### src/rtl/instruction_decode_stage_pkg.sv
// rtl/instruction_decode_stage_pkg.sv - opcode/ALU encodings, field positions and op decode helper
package instruction_decode_stage_pkg;

  localparam int FIELD_W = 5;

  localparam int OP_HI = 31;
  localparam int OP_LO = 26;
  localparam int RS_HI = 25;
  localparam int RS_LO = 21;
  localparam int RT_HI = 20;
  localparam int RT_LO = 16;
  localparam int RD_HI = 15;
  localparam int RD_LO = 11;

  localparam logic [5:0] OP_AND = 6'b000000;
  localparam logic [5:0] OP_OR  = 6'b000001;
  localparam logic [5:0] OP_ADD = 6'b000010;
  localparam logic [5:0] OP_SUB = 6'b000110;
  localparam logic [5:0] OP_SLT = 6'b000111;
  localparam logic [5:0] OP_NOR = 6'b001100;

  localparam logic [3:0] ALU_AND = 4'b0000;
  localparam logic [3:0] ALU_OR  = 4'b0001;
  localparam logic [3:0] ALU_ADD = 4'b0010;
  localparam logic [3:0] ALU_SUB = 4'b0110;
  localparam logic [3:0] ALU_SLT = 4'b0111;
  localparam logic [3:0] ALU_NOR = 4'b1100;

  typedef struct packed {
    logic [3:0] alu_ctrl;
    logic       illegal;
  } op_dec_t;

  // Legal ops carry their ALU code in op[3:0]; anything else falls back to ADD.
  function automatic op_dec_t decode_op(input logic [5:0] op);
    op_dec_t d;
    d.alu_ctrl = op[3:0];
    d.illegal  = 1'b0;
    case (op)
      OP_AND, OP_OR, OP_ADD, OP_SUB, OP_SLT, OP_NOR: d.illegal = 1'b0;
      default: begin
        d.alu_ctrl = ALU_ADD;
        d.illegal  = 1'b1;
      end
    endcase
    return d;
  endfunction

endpackage

### src/rtl/instruction_decode_stage_if.sv
// rtl/instruction_decode_stage_if.sv - fetch/write-back inputs and decoded outputs of the decode stage
interface instruction_decode_stage_if #(
  parameter int DATA_W = 32
);
  import instruction_decode_stage_pkg::*;

  logic [31:0]        INSTRUCTION;
  logic               ins_valid;
  logic               stall;
  logic               wb_en;
  logic [FIELD_W-1:0] wb_addr;
  logic [DATA_W-1:0]  wb_data;

  logic [FIELD_W-1:0] ReadReg1;
  logic [FIELD_W-1:0] ReadReg2;
  logic [FIELD_W-1:0] WriteReg;
  logic [DATA_W-1:0]  rs_data;
  logic [DATA_W-1:0]  rt_data;
  logic [3:0]         alu_ctrl;
  logic               id_valid;
  logic               illegal_op;

  modport master (
    output INSTRUCTION, ins_valid, stall, wb_en, wb_addr, wb_data,
    input  ReadReg1, ReadReg2, WriteReg, rs_data, rt_data, alu_ctrl, id_valid, illegal_op
  );

  modport slave (
    input  INSTRUCTION, ins_valid, stall, wb_en, wb_addr, wb_data,
    output ReadReg1, ReadReg2, WriteReg, rs_data, rt_data, alu_ctrl, id_valid, illegal_op
  );
endinterface

### src/rtl/instruction_decode_stage_reg_file.sv
// rtl/instruction_decode_stage_reg_file.sv - 2 async read / 1 sync write register file with sync clear
module instruction_decode_stage_reg_file
  import instruction_decode_stage_pkg::*;
#(
  parameter int DATA_W   = 32,
  parameter int NREGS    = 32,
  parameter int ZERO_REG = 1
) (
  input  logic               clk,
  input  logic               rst,
  input  logic               we,
  input  logic [FIELD_W-1:0] waddr,
  input  logic [DATA_W-1:0]  wdata,
  input  logic [FIELD_W-1:0] raddr1,
  input  logic [FIELD_W-1:0] raddr2,
  output logic [DATA_W-1:0]  rdata1,
  output logic [DATA_W-1:0]  rdata2
);

  logic [DATA_W-1:0] regs [NREGS];
  logic              zero1;
  logic              zero2;
  logic              wr_blocked;

  assign wr_blocked = (ZERO_REG != 0) && (waddr == '0);

  always_ff @(posedge clk) begin
    if (rst) begin
      for (int i = 0; i < NREGS; i++) regs[i] <= '0;
    end else if (we && !wr_blocked) begin
      regs[waddr] <= wdata;
    end
  end

  assign zero1  = (ZERO_REG != 0) && (raddr1 == '0);
  assign zero2  = (ZERO_REG != 0) && (raddr2 == '0);
  assign rdata1 = zero1 ? '0 : regs[raddr1];
  assign rdata2 = zero2 ? '0 : regs[raddr2];

endmodule

### src/rtl/instruction_decode_stage.sv
// rtl/instruction_decode_stage.sv - decode stage: field split, operand read with write-back bypass, output registers
module instruction_decode_stage
  import instruction_decode_stage_pkg::*;
#(
  parameter int DATA_W   = 32,
  parameter int NREGS    = 32,
  parameter int ZERO_REG = 1
) (
  input logic                       CLK,
  input logic                       RESET,
  instruction_decode_stage_if.slave ifc
);

  logic [5:0]         op_f;
  logic [FIELD_W-1:0] rs_f;
  logic [FIELD_W-1:0] rt_f;
  logic [FIELD_W-1:0] rd_f;
  logic [DATA_W-1:0]  rf_rs;
  logic [DATA_W-1:0]  rf_rt;
  logic [DATA_W-1:0]  rs_next;
  logic [DATA_W-1:0]  rt_next;
  logic               wb_live;
  op_dec_t            dec;
  logic               unused_low_bits;

  logic [FIELD_W-1:0] read_reg1_q;
  logic [FIELD_W-1:0] read_reg2_q;
  logic [FIELD_W-1:0] write_reg_q;
  logic [DATA_W-1:0]  rs_data_q;
  logic [DATA_W-1:0]  rt_data_q;
  logic [3:0]         alu_ctrl_q;
  logic               id_valid_q;
  logic               illegal_q;

  assign op_f = ifc.INSTRUCTION[OP_HI:OP_LO];
  assign rs_f = ifc.INSTRUCTION[RS_HI:RS_LO];
  assign rt_f = ifc.INSTRUCTION[RT_HI:RT_LO];
  assign rd_f = ifc.INSTRUCTION[RD_HI:RD_LO];
  assign unused_low_bits = ^ifc.INSTRUCTION[10:0];
  assign dec  = decode_op(op_f);

  instruction_decode_stage_reg_file #(
    .DATA_W  (DATA_W),
    .NREGS   (NREGS),
    .ZERO_REG(ZERO_REG)
  ) u_reg_file (
    .clk   (CLK),
    .rst   (RESET),
    .we    (ifc.wb_en),
    .waddr (ifc.wb_addr),
    .wdata (ifc.wb_data),
    .raddr1(rs_f),
    .raddr2(rt_f),
    .rdata1(rf_rs),
    .rdata2(rf_rt)
  );

  // A same-edge write to a hard-wired zero register must not leak through the bypass.
  assign wb_live = ifc.wb_en && !((ZERO_REG != 0) && (ifc.wb_addr == '0));
  assign rs_next = (wb_live && (ifc.wb_addr == rs_f)) ? ifc.wb_data : rf_rs;
  assign rt_next = (wb_live && (ifc.wb_addr == rt_f)) ? ifc.wb_data : rf_rt;

  always_ff @(posedge CLK) begin
    if (RESET) begin
      read_reg1_q <= '0;
      read_reg2_q <= '0;
      write_reg_q <= '0;
      rs_data_q   <= '0;
      rt_data_q   <= '0;
      alu_ctrl_q  <= '0;
      id_valid_q  <= 1'b0;
      illegal_q   <= 1'b0;
    end else if (!ifc.stall) begin
      id_valid_q <= ifc.ins_valid;
      if (ifc.ins_valid) begin
        read_reg1_q <= rs_f;
        read_reg2_q <= rt_f;
        write_reg_q <= rd_f;
        rs_data_q   <= rs_next;
        rt_data_q   <= rt_next;
        alu_ctrl_q  <= dec.alu_ctrl;
        illegal_q   <= dec.illegal;
      end
    end
  end

  assign ifc.ReadReg1   = read_reg1_q;
  assign ifc.ReadReg2   = read_reg2_q;
  assign ifc.WriteReg   = write_reg_q;
  assign ifc.rs_data    = rs_data_q;
  assign ifc.rt_data    = rt_data_q;
  assign ifc.alu_ctrl   = alu_ctrl_q;
  assign ifc.id_valid   = id_valid_q;
  assign ifc.illegal_op = illegal_q;

endmodule

### src/flat_wrapper.sv
// flat-port wrapper written by rule: the top's interface ports become plain ports
module instruction_decode_stage_flat import instruction_decode_stage_pkg::*;
#(
  parameter int DATA_W   = 32,
  parameter int NREGS    = 32,
  parameter int ZERO_REG = 1
)
  (CLK, RESET, ifc_INSTRUCTION, ifc_ins_valid, ifc_stall, ifc_wb_en, ifc_wb_addr, ifc_wb_data, ifc_ReadReg1, ifc_ReadReg2, ifc_WriteReg, ifc_rs_data, ifc_rt_data, ifc_alu_ctrl, ifc_id_valid, ifc_illegal_op);
  instruction_decode_stage_if #(.DATA_W(DATA_W)) ifc_i ();
  input logic CLK;
  input logic RESET;
  input wire logic [$bits(ifc_i.INSTRUCTION)-1:0] ifc_INSTRUCTION;
  input wire logic [$bits(ifc_i.ins_valid)-1:0] ifc_ins_valid;
  input wire logic [$bits(ifc_i.stall)-1:0] ifc_stall;
  input wire logic [$bits(ifc_i.wb_en)-1:0] ifc_wb_en;
  input wire logic [$bits(ifc_i.wb_addr)-1:0] ifc_wb_addr;
  input wire logic [$bits(ifc_i.wb_data)-1:0] ifc_wb_data;
  output wire logic [$bits(ifc_i.ReadReg1)-1:0] ifc_ReadReg1;
  output wire logic [$bits(ifc_i.ReadReg2)-1:0] ifc_ReadReg2;
  output wire logic [$bits(ifc_i.WriteReg)-1:0] ifc_WriteReg;
  output wire logic [$bits(ifc_i.rs_data)-1:0] ifc_rs_data;
  output wire logic [$bits(ifc_i.rt_data)-1:0] ifc_rt_data;
  output wire logic [$bits(ifc_i.alu_ctrl)-1:0] ifc_alu_ctrl;
  output wire logic [$bits(ifc_i.id_valid)-1:0] ifc_id_valid;
  output wire logic [$bits(ifc_i.illegal_op)-1:0] ifc_illegal_op;
  assign ifc_i.INSTRUCTION = ifc_INSTRUCTION;
  assign ifc_i.ins_valid = ifc_ins_valid;
  assign ifc_i.stall = ifc_stall;
  assign ifc_i.wb_en = ifc_wb_en;
  assign ifc_i.wb_addr = ifc_wb_addr;
  assign ifc_i.wb_data = ifc_wb_data;
  assign ifc_ReadReg1 = ifc_i.ReadReg1;
  assign ifc_ReadReg2 = ifc_i.ReadReg2;
  assign ifc_WriteReg = ifc_i.WriteReg;
  assign ifc_rs_data = ifc_i.rs_data;
  assign ifc_rt_data = ifc_i.rt_data;
  assign ifc_alu_ctrl = ifc_i.alu_ctrl;
  assign ifc_id_valid = ifc_i.id_valid;
  assign ifc_illegal_op = ifc_i.illegal_op;
  instruction_decode_stage #(.DATA_W(DATA_W), .NREGS(NREGS), .ZERO_REG(ZERO_REG)) u_core (.CLK(CLK), .RESET(RESET), .ifc(ifc_i));
endmodule
### config.mk
export PLATFORM = sky130hd
export DESIGN_NAME = instruction_decode_stage_flat
export DESIGN_NICKNAME = d
export VERILOG_FILES = /design/src/rtl/instruction_decode_stage_pkg.sv /design/src/rtl/instruction_decode_stage_if.sv /design/src/rtl/instruction_decode_stage_reg_file.sv /design/src/rtl/instruction_decode_stage.sv /design/src/flat_wrapper.sv
export SDC_FILE = /design/constraint.sdc
export NUM_CORES = 2
export LEC_CHECK = 0
export CORE_AREA = 2 2 314 316
export CTS_CLUSTER_DIAMETER = 200
export CTS_CLUSTER_SIZE = 8
export DETAILED_ROUTE_END_ITERATION = 6
export DIE_AREA = 0 0 316 318
export PLACE_DENSITY = 0.8
export SYNTH_ARGS = -nofsm -noshare
export SYNTH_HDL_FRONTEND = slang
export SYNTH_SLANG_ARGS = --single-unit
### constraint.sdc
create_clock -name CLK -period 5.1 [get_ports CLK]
set_clock_uncertainty 0.15 [all_clocks]
set_input_delay 0.51 -clock CLK [delete_from_list [all_inputs] [get_ports CLK]]
set_output_delay 0.51 -clock CLK [all_outputs]
set_load 0.01 [all_outputs]
==> results.sh <==
export IMPL_outcome="finished, violations left"
export IMPL_violations="capacitance limit, slew limit"
export IMPL_cp_cell_sequence="clkdlybuf4s50_1 > nor2b_1 > nand3b_1 > nor2_1 > or2_2 > buf_4"
export IMPL_synth_cell_type_count=46
export IMPL_min_period_over_period_pct=68.20
export IMPL_syn_area_per_cell_um2=13.68
export IMPL_slowest_stage="or2_2"
export IMPL_synth_most_common_cell="edfxtp_1"
export IMPL_grt_use_total_pct=38.12
export IMPL_yosysWarnings=0
export IMPL_post_cts_buffers=0
export IMPL_seq_area_frac_synth_pct=55.33
export IMPL_syn_instance_count=4288
export IMPL_synthesis_area_um2=58640
export IMPL_postCtsHoldBufs=0
export IMPL_start_util_pct=60.20
export IMPL_grtUsageMet1_pct=50.31
export IMPL_fmax_ghz=0.2875
export IMPL_leakage_nw=21.01
export IMPL_hpwl_mm=105.3
export IMPL_clk_pin_slew_ns=0.05
export IMPL_synthTopCellsByCount="edfxtp_1, nor3_1, clkbuf_1"
export IMPL_r2r_slack_ns=2.62
export IMPL_synthArstFlopShare_pct=0
export IMPL_cts_resized=0
export IMPL_fp_row_count=115
export IMPL_worstPathRequired_ns=5.36
export IMPL_synthToLayoutAreaGrowth_pct=11.02
export IMPL_use_met2_pct=54.79
export IMPL_viasPerCell=7.690
export IMPL_fin_crit_ns=3.478
export IMPL_drive_gt1_share_pct=20.31
export IMPL_die_w_um=316
export IMPL_fin_tns_setup_ns=0
export IMPL_grt_pass1_vias=42453
export IMPL_core_area_um2=97410
export IMPL_drc=0
export IMPL_cp_max_fo=22
export IMPL_p_per_area_nw_per_um2=357.7
export IMPL_cts_sinks=1109
export IMPL_htree_levels=4
export IMPL_wirelength_mm=191.6
export IMPL_ys_ff_latch=1109
export IMPL_die_area_um2=100500
export IMPL_top_usage_layer="met2"
export IMPL_hold_class="in2reg"
export IMPL_synthTopCellsByArea="edfxtp_1, mux4_2, nor3_1"
export IMPL_grt_pass1_wl_mm=278.8
export IMPL_clockBufferDepth=3
export IMPL_maxCapViolCount=1
export IMPL_synth_top_area_share_pct=52.43
export IMPL_cts_buffers=156
export IMPL_nFillCells=6457
export IMPL_crit_path_end_kind="flip-flop"
export IMPL_slowest_delay_ns=0.92
export IMPL_dr_total_vias=42857
export IMPL_place_gp_congestion=0.8698
export IMPL_cts_tree="yes"
export IMPL_die_y_um=318
export IMPL_hold_slack_ns=0.07545
export IMPL_synth_flop_cell="edfxtp_1"
export IMPL_synth_edff_count=1024
export IMPL_grt_max_degree=86
export IMPL_gr_usage_met3_pct=12.98
export IMPL_slew_viol_final=22
export IMPL_synth_area_leader_cell="edfxtp_1"
export IMPL_port_buffers=147
export IMPL_critical_path_class="in2reg"
export IMPL_wl_per_cell_um=34.38
export IMPL_setup_violations_final=0
export IMPL_hold_viol=0
export IMPL_irDropWorstVdd_mv=0.4524
export IMPL_antenna_found_initial=6
export IMPL_relSlewSlack_pct=-2.100
export IMPL_cts_root_buf="clkbuf_16"
export IMPL_grt_overflow=0
export IMPL_ant_nets=0
export IMPL_clkLatencyLatePin_ns=0.76
export IMPL_cp_arrival_ns=3.74
export IMPL_dr_pass1_iters=6
export IMPL_rsz0062_at_grt="false"
export IMPL_nNetsFinal=4261
export IMPL_drt_iter0_drc=6935
export IMPL_boundaryPins=159
export IMPL_cp_start_kind="input port"
export IMPL_worst_slew_pin_slew_ns=1.524
-- placed cells by master, fill, tap and decap left out, drive strengths merged, types with 5 or more instances in the layout --
cell	n
a21oi	41
a221o	24
a22oi	172
a311oi	64
and2	31
buf	136
clkbuf	243
clkdlybuf4s50	136
clkinv	8
conb	32
dfxtp	85
edfxtp	1024
inv	39
mux2	27
mux2i	362
mux4	381
nand2	37
nand2b	104
nand3	43
nand3b	5
nor2	106
nor2b	28
nor3	966
o211a	39
o21ai	27
o31ai	65
or2	31
xnor2	10
-- layout make-up --
cell class,instances,area (µm²),area share [%]
diodes,2,5.005,0.007687
inverters,32,120.1,0.1845
clock inverters,15,277.8,0.4266
flip-flops and latches,1109,32450,49.84
repair buffers,275,2741,4.210
well taps,1287,1610,2.473
clock buffers,240,4240,6.513
multi-input cells,2613,23660,36.34
-- logic make-up (layout without fill, tap and decap cells) --
kind of cell,count (synthesis),after routing,share of synthesized area [%]
xor+xnor,10,10,0.1493
buf+inv,597,562,4.679
mux,770,770,21.33
simple gates,1359,1359,12.62
other cells,1,34,0.006394
flops,1109,1109,55.33
compound gates,442,442,5.880
-- worst paths after layout --
path,startpoint,to,cells after the start
worst max-delay path,ifc_wb_en,u_core.u_reg_file.regs[22][0],6
worst min register to register,u_core.ifc.ReadReg2[0],u_core.ifc.ReadReg2[0],2
worst min-delay path,RESET,u_core.ifc.alu_ctrl[2],2
worst max register to register,u_core.u_reg_file.regs[5][23],u_core.ifc.rt_data[23],5
-- metal layers --
layer  wire [µm]  share of wire, %  up-vias
li1            -                 -    16826
met1       62820                33    20974
met2       83710                44     4178
met3       31940                17      869
met4       13090               6.8       10
met5          46             0.024        -
-- worst max-delay path: cells and delay by family --
| kind | cells | cell delay (ns) |
|---|---|---|
| buf+inv | 2 | 1.02 |
| simple gates | 4 | 2.19 |
-- stage by stage --
step	cells	instance area (µm²)	util (%)	total power, W	setup WS (ns)
finish	5573	65110	66.84	0.02329	1.622
detailed placement	5316	60590	62.20	0.01358	1.005
CTS	5571	65100	66.83	0.02315	1.760
floorplan	4319	58760	-	0.01258	2.022
global placement	5316	60590	62.20	0.01349	1.060
global route	5571	65100	66.83	0.02374	1.552
-- state kept, by name, summed over array words and instances (netlist names) --
name	cells
u_core.ifc.alu_ctrl	4
u_core.ifc.rt_data	32
u_core.ifc.rs_data	32
u_core.ifc.illegal_op	1
u_core.ifc.ReadReg1	5
u_core.ifc.WriteReg	5
u_core.u_reg_file.regs	1024
u_core.ifc.id_valid	1
u_core.ifc.ReadReg2	5
-- where the power goes --
group | leakage, nW | internal [W] | switching (W)
registers | 10.4 | 0.0105 | 0.000301
logic | 8.41 | 0.00108 | 0.00171
clock network | 2.16 | 0.00571 | 0.00403
No activity file was read; power rests on OpenSTA's default activity.
